### config.mk
export PLATFORM = sky130hd
export DESIGN_NAME = mem_arbiter
export DESIGN_NICKNAME = d
export VERILOG_FILES = /design/src/rtl/mem_arbiter_pkg.sv /design/src/rtl/rr_arb2.sv /design/src/rtl/mem_arbiter.sv
export SDC_FILE = /design/constraint.sdc
export NUM_CORES = 1
export LEC_CHECK = 0
export BUFFER_PORTS_ARGS = -buffer_cell sky130_fd_sc_hd__clkbuf_2
export CAP_MARGIN = 0
export CORE_AREA = 5 5 542 544
export DETAILED_ROUTE_END_ITERATION = 8
export DIE_AREA = 0 0 547 549
export GPL_TIMING_DRIVEN = 0
export PLACE_DENSITY_LB_ADDON = 0.12
export SETUP_SLACK_MARGIN = 0.05
export SLEW_MARGIN = 30
export SYNTH_ARGS = -nofsm -noshare
export SYNTH_HDL_FRONTEND = slang
export SYNTH_SLANG_ARGS = --single-unit
### constraint.sdc
create_clock -name clk -period 5.7 [get_ports clk]
set_clock_uncertainty 0.15 [all_clocks]
set_input_delay 1.14 -clock clk [delete_from_list [all_inputs] [get_ports clk]]
set_output_delay 1.14 -clock clk [all_outputs]
set_load 0.01 [all_outputs]
### src/rtl/mem_arbiter_pkg.sv
// Shared types and constants for the I/D memory-port arbiter.
package mem_arbiter_pkg;

   localparam int ARB_ADDR_W = 32;
   localparam int ARB_LINE_W = 256;

   // Bit positions inside the one-hot grant vector produced by rr_arb2.
   localparam int GNT_I = 0;
   localparam int GNT_D = 1;

   typedef enum logic [1:0] {
      IDLE    = 2'd0,
      SERVE_I = 2'd1,
      SERVE_D = 2'd2
   } arb_state_t;

   typedef enum logic {
      SIDE_I = 1'b0,
      SIDE_D = 1'b1
   } arb_side_t;

endpackage

### src/rtl/rr_arb2.sv
// Combinational two-way round-robin pick. On a tie the side that did not win
// last time is granted; a lone requester is always granted. Output is one-hot
// (bit GNT_I / bit GNT_D) or all-zero when nobody requests.
module rr_arb2
   import mem_arbiter_pkg::*;
(
   input  logic       i_req_i,
   input  logic       i_req_d,
   input  arb_side_t  i_last_grant,
   output logic [1:0] o_grant
);

   // Round-robin selection between the two requesters.
   always_comb begin
      o_grant = 2'b00;
      if (i_req_i && i_req_d) begin
         if (i_last_grant == SIDE_D) begin
            o_grant[GNT_I] = 1'b1;
         end else begin
            o_grant[GNT_D] = 1'b1;
         end
      end else if (i_req_i) begin
         o_grant[GNT_I] = 1'b1;
      end else if (i_req_d) begin
         o_grant[GNT_D] = 1'b1;
      end
   end

endmodule

### src/rtl/mem_arbiter.sv
// Shares one cacheline memory port between the I-cache and D-cache.
// Whole-line transactions are granted one at a time from IDLE; the granted
// address/op/writeback data are latched so memory sees stable values until
// mem_resp. All mem_* outputs come from registers or the state decode, so no
// requester input reaches memory combinationally. o_state exposes the FSM.
module mem_arbiter
   import mem_arbiter_pkg::*;
#(
   parameter int ADDR_W = ARB_ADDR_W,
   parameter int LINE_W = ARB_LINE_W
) (
   input  logic              clk,
   input  logic              rst,
   input  logic              i_read,
   input  logic [ADDR_W-1:0] i_address,
   output logic [LINE_W-1:0] i_rdata,
   output logic              i_resp,
   input  logic              d_read,
   input  logic              d_write,
   input  logic [ADDR_W-1:0] d_address,
   input  logic [LINE_W-1:0] d_wdata,
   output logic [LINE_W-1:0] d_rdata,
   output logic              d_resp,
   output logic              mem_read,
   output logic              mem_write,
   output logic [ADDR_W-1:0] mem_address,
   output logic [LINE_W-1:0] mem_wdata,
   input  logic [LINE_W-1:0] mem_rdata,
   input  logic              mem_resp,
   output arb_state_t        o_state
);

   arb_state_t        r_state;
   arb_state_t        w_state_nxt;
   arb_side_t         r_last_grant;
   logic              r_op_write;
   logic [ADDR_W-1:0] r_address;
   logic [LINE_W-1:0] r_wdata;
   logic [1:0]        w_grant;
   logic              w_req_d;

   // A D-side read and writeback held together still count as one request;
   // the write wins the grant and the read is picked up on a later grant.
   assign w_req_d = d_read | d_write;

   rr_arb2 u_rr_arb2 (
      .i_req_i      (i_read),
      .i_req_d      (w_req_d),
      .i_last_grant (r_last_grant),
      .o_grant      (w_grant)
   );

   // State register.
   always_ff @(posedge clk or negedge rst) begin
      if (!rst) begin
         r_state <= IDLE;
      end else begin
         r_state <= w_state_nxt;
      end
   end

   // Next state: grant from IDLE, return to IDLE on the memory response.
   always_comb begin
      w_state_nxt = r_state;
      case (r_state)
         IDLE: begin
            if (w_grant[GNT_I]) begin
               w_state_nxt = SERVE_I;
            end else if (w_grant[GNT_D]) begin
               w_state_nxt = SERVE_D;
            end
         end
         SERVE_I, SERVE_D: begin
            if (mem_resp) begin
               w_state_nxt = IDLE;
            end
         end
         default: w_state_nxt = IDLE;
      endcase
   end

   // Latch the granted transaction and remember the winner on the grant edge.
   always_ff @(posedge clk or negedge rst) begin
      if (!rst) begin
         r_last_grant <= SIDE_D;
         r_op_write   <= 1'b0;
         r_address    <= '0;
         r_wdata      <= '0;
      end else if (r_state == IDLE) begin
         if (w_grant[GNT_I]) begin
            r_last_grant <= SIDE_I;
            r_op_write   <= 1'b0;
            r_address    <= i_address;
         end else if (w_grant[GNT_D]) begin
            r_last_grant <= SIDE_D;
            r_op_write   <= d_write;
            r_address    <= d_address;
            r_wdata      <= d_wdata;
         end
      end
   end

   // Decode memory strobes and requester responses from the state.
   always_comb begin
      mem_read  = 1'b0;
      mem_write = 1'b0;
      i_resp    = 1'b0;
      d_resp    = 1'b0;
      case (r_state)
         SERVE_I: begin
            mem_read = 1'b1;
            i_resp   = mem_resp;
         end
         SERVE_D: begin
            mem_read  = ~r_op_write;
            mem_write = r_op_write;
            d_resp    = mem_resp;
         end
         default: ;
      endcase
   end

   assign mem_address = r_address;
   assign mem_wdata   = r_wdata;
   assign i_rdata     = mem_rdata;
   assign d_rdata     = mem_rdata;
   assign o_state     = r_state;

endmodule

---- Word level (Yosys, flattened, before mapping) ----
Cells that the tools add are included.
cells by class
  eq/ne operators ......................... 4
  mux-type cells .......................... 20
  bitwise logic cells ..................... 3
  reductions and logical operators ........ 7
operators by type and width
  kind                                                                     number
  32-bit 2-to-1 mux                                                        2
  1-bit 2-to-1 mux                                                         12
  2-bit 2-to-1 mux                                                         4
  2-bit one-hot mux with 2 select lines                                    1
  2-bit AND reduction                                                      2
  3-bit by 1-bit inequality test with 1-bit output, second input constant  1
  3-bit AND reduction                                                      1
  2-bit by 1-bit == test with 1-bit output, second input constant          1
  2-bit == test, second input constant                                     1
  2-bit zero test                                                          1
  2-bit inequality test, second input constant                             1
  1-bit inverter                                                           2
  1-bit one-hot mux with 2 select lines                                    1
  2-bit nonzero test                                                       1
  2-bit OR reduction                                                       1
  1-bit logical AND                                                        1
  1-bit OR                                                                 1
storage, ports and cells
  bits in registers ....................... 292
  output and inout port bits .............. 806
  word-level logic and storage cells ...... 39

---- Logic depth before layout (Yosys ltp) ----
Gate-level depths: netlist (run 1).
  depth after elaboration ................. 7
  depth in mapped cells ................... 7
  depth with buffers taken out ............ 5

---- Modules after synthesis ----
From an unflattened synthesis (run 1), not the netlist that was laid out.
second synthesis, totals
  cell total of the unflattened synthesis .. 1233
  area total of the unflattened synthesis .. 16321.9 µm²
by module, submodules not included
  module       times used  cells each  area each (µm²)  sequential area each (µm²)
  mem_arbiter  1           1230        16303.1          7308.3
  rr_arb2      1           3           18.8             0.0

---- Least setup slack after synthesis (run 1) ----
OpenSTA, ideal clock, no wires.
  path kind ............................... input port to output port
  start point ............................. input mem_resp
  end point ............................... output d_resp
  data arrival time ....................... 1.305 ns
  setup slack ............................. 3.105 ns
  cell stages on the path ................. 1
  path buffers ............................ 0
  path through ............................ and2_1
on the way
  word-level cells in the longest chain between the ends .. 1
RTL lines
  element           RTL line            text
  from (decl)       mem_arbiter.sv:29   input logic mem_resp,
  1-bit 2-to-1 mux  mem_arbiter.sv:109  case (r_state)
  to (decl)         mem_arbiter.sv:23   output logic d_resp,
No other way between the ends.

---- Worst setup path in the final report (run 1) ----
  start point ............................. register r_state[0] (netlist: o_state[0])
  end point ............................... output mem_read
on the way
  word-level cells in the longest chain between the ends .. 2
  elaborated cells on any way between the ends .. 3
  classes of those cells .................. 2 x eq/ne; 1 x mux
RTL lines
  element                                                                           RTL line            text
  from (decl)                                                                       mem_arbiter.sv:33   arb_state_t r_state;
  from (signal assigned)                                                            mem_arbiter.sv:58   r_state <= w_state_nxt;
  2-bit == test / 2-bit by 1-bit == test with 1-bit output (equally long branches)  mem_arbiter.sv:109
  1-bit one-hot mux with 2 select lines (*)                                         mem_arbiter.sv:109
  to (decl)                                                                         mem_arbiter.sv:24   output logic mem_read,
Every way passes the cells marked *; elsewhere a longest branch is shown, timed or not.

==> impl_results.md, run 1 <==
* Post-route insts no fill at 6300
* DR vias/cell at 2.18
* # resized after CTS at 0
* Worst min path class: in -> async
* TritonCTS clock tree: yes
* RePlAce Congestion at 0.778
* Post-DP Area at 0.0268 mm^2
* Longest Clk Path Bufs at 3
* Cells after DPL at 6203
* Synth Instances at 1263
* Clock Latency Late Sink at 610 ps
* Status: complete, no violations
* Top delay family on crit path: flip-flops
* Post-route ant nets at 0
* Finished layout cell area at 0.0285 mm^2
* Async SR Flop Fraction at 100%
* Final #Nets at 3039
* Area of the multi-input gates at 0.00456 mm^2
* CTS H-tree lvls at 2
* Clk root buf: clkbuf_16
* Synth-to-layout area growth at 76.5%
* Unique masters post-synth at 28
* Power density cells at 486 mW/mm^2
* Sequential element share of the synthesized area at 45.3%
* Worst EP required at 4410 ps
* Worst VDD drop at 224 uV
* TritonCTS Buffers at 49
* Max_cap viols at 0
* Rel. slew slack at 45.8%
* Commonest non-fill, non-tap cell in the layout: clkbuf_2
* I/O pins at 1388
* Final setup violation count at 0
* DRC Markers at 0
* Final period utilization at 55.1%
* WP data arrival at 1850 ps
* First-pass GRT wire length at 173000 um
* Initial Util at 5.58%
* EDFF count, synth at 0
* Pins Over Slew Limit at 0
* Post-DR wirelength/cell at 22.1 um
* Slowest Stage Delay on Critical Path at 400 ps
* Crit-path cells: inv_1, ha_1, nor2b_1, o21a_1, clkbuf_2
* Row count at 198
* Endpoints failing hold at 0
* Critical Path Stages at 5
* Reg clk slew, reported paths at 60 ps
* Total core area at 0.289 mm^2
* Vias in the first global route at 15000
* Largest net degree at the start of global routing at 61
* Clock sink count at 292
* Crit Path Class: reg -> out
* Share of layout cells above drive strength 1 at 81.3%
* Worst Path Max Fanout at 4
* Crit end category: output port
* Post-synthesis register bit count at 292
* Global route total overflow at 0
* Fmax at 0.319 GHz
* Drt first pass iters at 4
* Leak at 14.1 nW
* PortBufs at 1130
* Hold-fix buffers at CTS at 0
* # fillers at 33600
* Final TNS setup at 0 ps
* Slew @ Worst Pin at 813 ps
* Initial antenna violation count at 32
* DIE AREA at 0.300 mm^2
* Post-DP HPWL at 123000 um
* CP startpoint kind: flip-flop
* Mapped Area at 0.0161 mm^2
* Synth warn at 0
* Total number of vias at 13700
* Crit path max-delay cell type: dfrtp_1
* Initial DRC Count at 494
* Total GRT Usage at 8.80%
* Routed WL at 139000 um
* Syn avg cell area at 12.8 um^2
* Die height at 549 um
* Die Span X at 547 um
* Setup Fix Bufs, Post-CTS at 0
* Crit path buffers/inverters at 2
* Most frequent cells in the layout: 1134 x clkbuf_2, 513 x buf_4, 291 x dfrtp_1
* Reg area at 0.00731 mm^2
* Net count after synthesis at 1848
* Worst reg-to-reg path cell count at 6
* Minimum clock period at 3140 ps
* Main synth FF type: dfrtp_1
* RSZ-0062 raised after global routing: no
## layout make-up
class	instances	area share, %
Sequential cell	292	25.7
Timing Repair Buffer	1140	20.8
Tap cell	3800	16.7
Multi-Input combinational cell	406	16.0
Buffer	560	14.9
Clock buffer	73	4.98
Clock inverter	17	0.743
Inverter	5	0.0660
Antenna cell	7	0.0616
## cells in the mapped netlist, types with 3 or more instances
cell type  count  area [um^2]
and2_1         3         18.8
inv_1          5         18.8
mux2_2        27          304
buf_6         26          293
buf_2          7         35.0
nand3_1       32          160
buf_4        513         3850
ha_1           3         37.5
nor2_1        33          124
clkbuf_1      14         52.6
o21ai_0       34          170
mux2_4       229         3440
dfrtp_1      291         7280
a31oi_1       32          200
## cell families (layout without fill, tap and decap cells)
group           count (synthesis)  count (layout)  share of synthesized area [%]
buf+inv                       565            1795                           26.4
flops                         292             292                           45.3
mux                           256             256                           23.2
compound gates                 76              76                           2.86
simple gates                   71              71                           1.98
fa+ha+maj                       3               3                          0.233
other cells                     0               7                              0
## through the flow
step	worst slack [ps]	hold slack [ps]	power, mW	util (%)
6_report	2560	320	13.8	9.84
3_5_place_dp	2100	341	11.1	9.27
5_1_grt	2300	272	14.8	9.84
2_1_floorplan	3110	329	7.51	-
3_3_place_gp	-5750	342	11.0	9.18
4_1_cts	2340	223	14.4	9.84
## sequential cells by signal, summed over array words and instances, names as in the netlist
register	count
mem_wdata	256
r_op_write	1
o_state	2
r_last_grant	1
mem_address	32
## routing by layer
metal / part of all wire, % / global-route usage, %
met1: 36 / 9.17
met2: 53 / 16.8
met3: 9.4 / 3.40
met4: 1.5 / 1.46
met5: 0.040 / 0
## where the power goes
group	internal [mW]	leakage, nW	total [mW]	switching, mW
Clock	1.90	0.807	3.15	1.26
Sequential	3.17	3.41	3.88	0.708
Combinational	3.27	9.88	6.81	3.53
Total	8.34	14.1	13.8	5.50
## path summary, 6_finish.rpt
kind                                                  from                         end  slack, ps
worst min register to register  mem_wdata[255]$_DFFE_PN0P_  mem_wdata[255]$_DFFE_PN0P_        350
worst max-delay path                o_state[0]$_DFFE_PN0P_                    mem_read       2560
max in group asynchronous                              rst    r_last_grant$_DFFE_PN1P_       3700
worst max register to register      o_state[0]$_DFFE_PN0P_  mem_address[3]$_DFFE_PN0P_       3010
worst min-delay path                                   rst  mem_wdata[100]$_DFFE_PN0P_        320
min in group clk                mem_wdata[255]$_DFFE_PN0P_  mem_wdata[255]$_DFFE_PN0P_        350
Note: power is estimated with default switching activity, not from simulation.
==> inputs of run 2 (changes only) <==
--- a/config.mk
+++ b/config.mk
@@ -7,9 +7,9 @@
 export LEC_CHECK = 0
 export BUFFER_PORTS_ARGS = -buffer_cell sky130_fd_sc_hd__clkbuf_2
 export CAP_MARGIN = 0
-export CORE_AREA = 5 5 542 544
+export CORE_AREA = 5 5 543 545
 export DETAILED_ROUTE_END_ITERATION = 8
-export DIE_AREA = 0 0 547 549
+export DIE_AREA = 0 0 548 550
 export GPL_TIMING_DRIVEN = 0
 export PLACE_DENSITY_LB_ADDON = 0.12
 export SETUP_SLACK_MARGIN = 0.05
==> constraint.sdc (replaced) <==
create_clock -name clk -period 2.8 [get_ports clk]
set_clock_uncertainty 0.15 [all_clocks]
set_input_delay 0.56 -clock clk [delete_from_list [all_inputs] [get_ports clk]]
set_output_delay 0.56 -clock clk [all_outputs]
set_load 0.01 [all_outputs]
==> run 2 against run 1 <==
Effect of this change:
- register-to-register slack worse by 2700 ps
- sequential share of layout area down 1.6 points
- critical endpoint is now mem_address[7]$_DFFE_PN0P_
- global-route usage about the same
- largest power group unchanged
- setup slack worse by 2300 ps
==> impl_results.md, run 2 (synthesis gave the netlist of run 1 again) <==
* CP startpoint kind: flip-flop
* Worst VDD drop at 388 uV (+73%)
* Top delay family on crit path: buffers and inverters
* Final #Nets at 3237 (+6.5%)
* Slowest Stage Delay on Critical Path at 570 ps (+170 ps)
* Final setup violation count at 0 (unchanged)
* Commonest non-fill, non-tap cell in the layout: clkbuf_2
* Minimum clock period at 2540 ps
* Post-DP Area at 0.0267 mm^2 (-0.50%)
* Initial DRC Count at 353 (-29%)
* Total power at 28.3 mW (+100%)
* Post-route ant nets at 0 (unchanged)
* RePlAce Congestion at 0.801 (+3.0%)
* DIE AREA at 0.301 mm^2 (+0.37%)
* Total core area at 0.290 mm^2 (+0.17%)
* Synth-to-layout area growth at 88.0%
* First-pass GRT wire length at 174000 um (+0.64%)
* Longest Clk Path Bufs at 3 (unchanged)
* Final Util at 10.5% (+0.62 points)
* DRC Markers at 0 (unchanged)
* Fmax at 0.394 GHz
* Crit path buffers/inverters at 4 (+2)
* Endpoints failing hold at 0 (unchanged)
* Clk network pwr share at 21.1% (-1.7 points)
* RSZ-0062 raised after global routing: no
* Initial Util at 5.57% (-0.0095 points)
* R2R setup slack at 260 ps (-2750 ps)
* Final period utilization at 90.7%
* Number of flip-flops in the largest register at 256 (unchanged)
* Pint at 16.8 mW (+100%)
* Pins Over Slew Limit at 0 (unchanged)
* Vias in the first global route at 15700 (+4.8%)
* Crit path max-delay cell type: dlygate4sd3_1
* TritonCTS Buffers at 45 (-8.2%)
* Post-route insts no fill at 6499 (+3.2%)
* Cells after DPL at 6198 (-0.081%)
* Clock sink count at 292 (unchanged)
* Share of layout cells above drive strength 1 at 75.2% (-6.1 points)
* Max_cap viols at 0 (unchanged)
* Worst min path class: in -> reg
* Routed WL at 139000 um (+0.10%)
* Initial antenna violation count at 35 (+9.4%)
* I/O pins at 1388 (unchanged)
* WP data arrival at 2870 ps (+1020 ps)
* DR vias/cell at 2.20 (+0.94%)
* Post-DP HPWL at 125000 um (+1.1%)
* Status: complete, no violations
* Slew @ Worst Pin at 631 ps (-182 ps)
* Total GRT Usage at 8.77% (-0.037 points)
* Die Span X at 548 um (+0.18%)
* Global route total overflow at 0 (unchanged)
* Switch share at 40.7% (+0.95 points)
* CTS H-tree lvls at 2 (unchanged)
* Crit-path cells: inv_1, ha_1, o31a_1, buf_2, buf_2, a31oi_1, dlygate4sd3_1
* Die height at 550 um (+0.18%)
* Total number of vias at 14300 (+4.1%)
* P_sw at 11.5 mW (+110%)
* Rel. slew slack at 57.9% (+12 points)
* Final hold slack at 68.1 ps (-252 ps)
* Most frequent cells in the layout: 1130 x clkbuf_2, 513 x buf_4, 291 x dfrtp_1
* Drt first pass iters at 6 (+2)
* Post-DR wirelength/cell at 21.4 um (-3.0%)
* TritonCTS clock tree: yes
* Flop pwr share at 27.8% (-0.2 points)
* Worst EP required at 3130 ps (-1280 ps)
* Reg clk slew, reported paths at 60 ps (about the same)
* Largest net degree at the start of global routing at 61 (unchanged)
* Row count at 198 (unchanged)
* Leak at 14.8 nW (+5.2%)
* Clock Latency Late Sink at 600 ps (about the same)
* Crit end category: flip-flop
* Clk root buf: clkbuf_16
* Most common cell on crit path: buf_2
* Setup Fix Bufs, Post-CTS at 0 (unchanged)
* PortBufs at 1130 (unchanged)
* Power density cells at 934 mW/mm^2 (+92%)
* Gate power share at 51.1% (+1.9 points)
* Worst Path Max Fanout at 10 (+6)
* Finished layout cell area at 0.0303 mm^2 (+6.5%)
* Crit Path Class: reg -> reg
-- run 2: cell types whose count changed in the layout (fill, tap and decap cells not counted), sizes merged --
cell	change
clkbuf	-12
buf	-5
clkinvlp	+4
dlygate4sd3	+207
bufinv	-1
diode	+6
-- run 2: metrics by stage --
step / setup TNS (ps) / setup WS, ps
2_1_floorplan: 0 / 887
3_3_place_gp: -2224590 / -7790
3_5_place_dp: 0 / 53.2
4_1_cts: 0 / 120
5_1_grt: 0 / 70.4
6_report: 0 / 262
-- run 2: area by class of cell --
class                   count  area (um^2)
fillers                 33500       259000
repair buffers           1342         7870
flip-flops and latches    292         7310
well taps                3800         4750
multi-input cells         406         4560
plain buffers             560         4230
clock buffers              61         1320
clock inverters            20          204
diodes                     13         32.5
inverters                   5         18.8
-- run 2: layer usage --
layer  vias up  GRT usage (%)  part of all wire [%]
met5         -              0                 0.084
met4        18           2.42                   2.8
met3       117           3.64                    10
met2       903           16.3                    52
met1      6713           9.01                    35
li1       6522              -                     -
-- run 2: path summary, 6_finish.rpt --
| kind | from | end | cells past startpoint |
|---|---|---|---|
| setup / recovery | o_state[0]$_DFFE_PN0P_ | mem_address[7]$_DFFE_PN0P_ | 7 |
| hold / removal | d_wdata[148] | mem_wdata[148]$_DFFE_PN0P_ | 2 |
| setup reg to reg | o_state[0]$_DFFE_PN0P_ | mem_address[7]$_DFFE_PN0P_ | 7 |
| hold reg to reg | mem_wdata[2]$_DFFE_PN0P_ | mem_wdata[2]$_DFFE_PN0P_ | 1 |
| max in group asynchronous | rst | mem_wdata[166]$_DFFE_PN0P_ | 5 |
| min in group asynchronous | rst | mem_wdata[56]$_DFFE_PN0P_ | 2 |
-- run 2: power groups by stage --
stage	combinational (mW)	sequential (mW)	clock, mW
6_report	14.5	7.85	5.98
5_1_grt	15.6	8.15	6.51
4_1_cts	15.2	7.89	6.37
3_5_place_dp	14.8	7.96	0
3_3_place_gp	14.9	7.92	0
2_1_floorplan	6.65	8.64	0
-- run 2: repair_timing --
action | CTS | global route
endpoints found under the hold margin | 229 | 0
gates resized for setup | 0 | 2
endpoints found under the setup margin | 0 | 1
hold buffers | 207 | 0
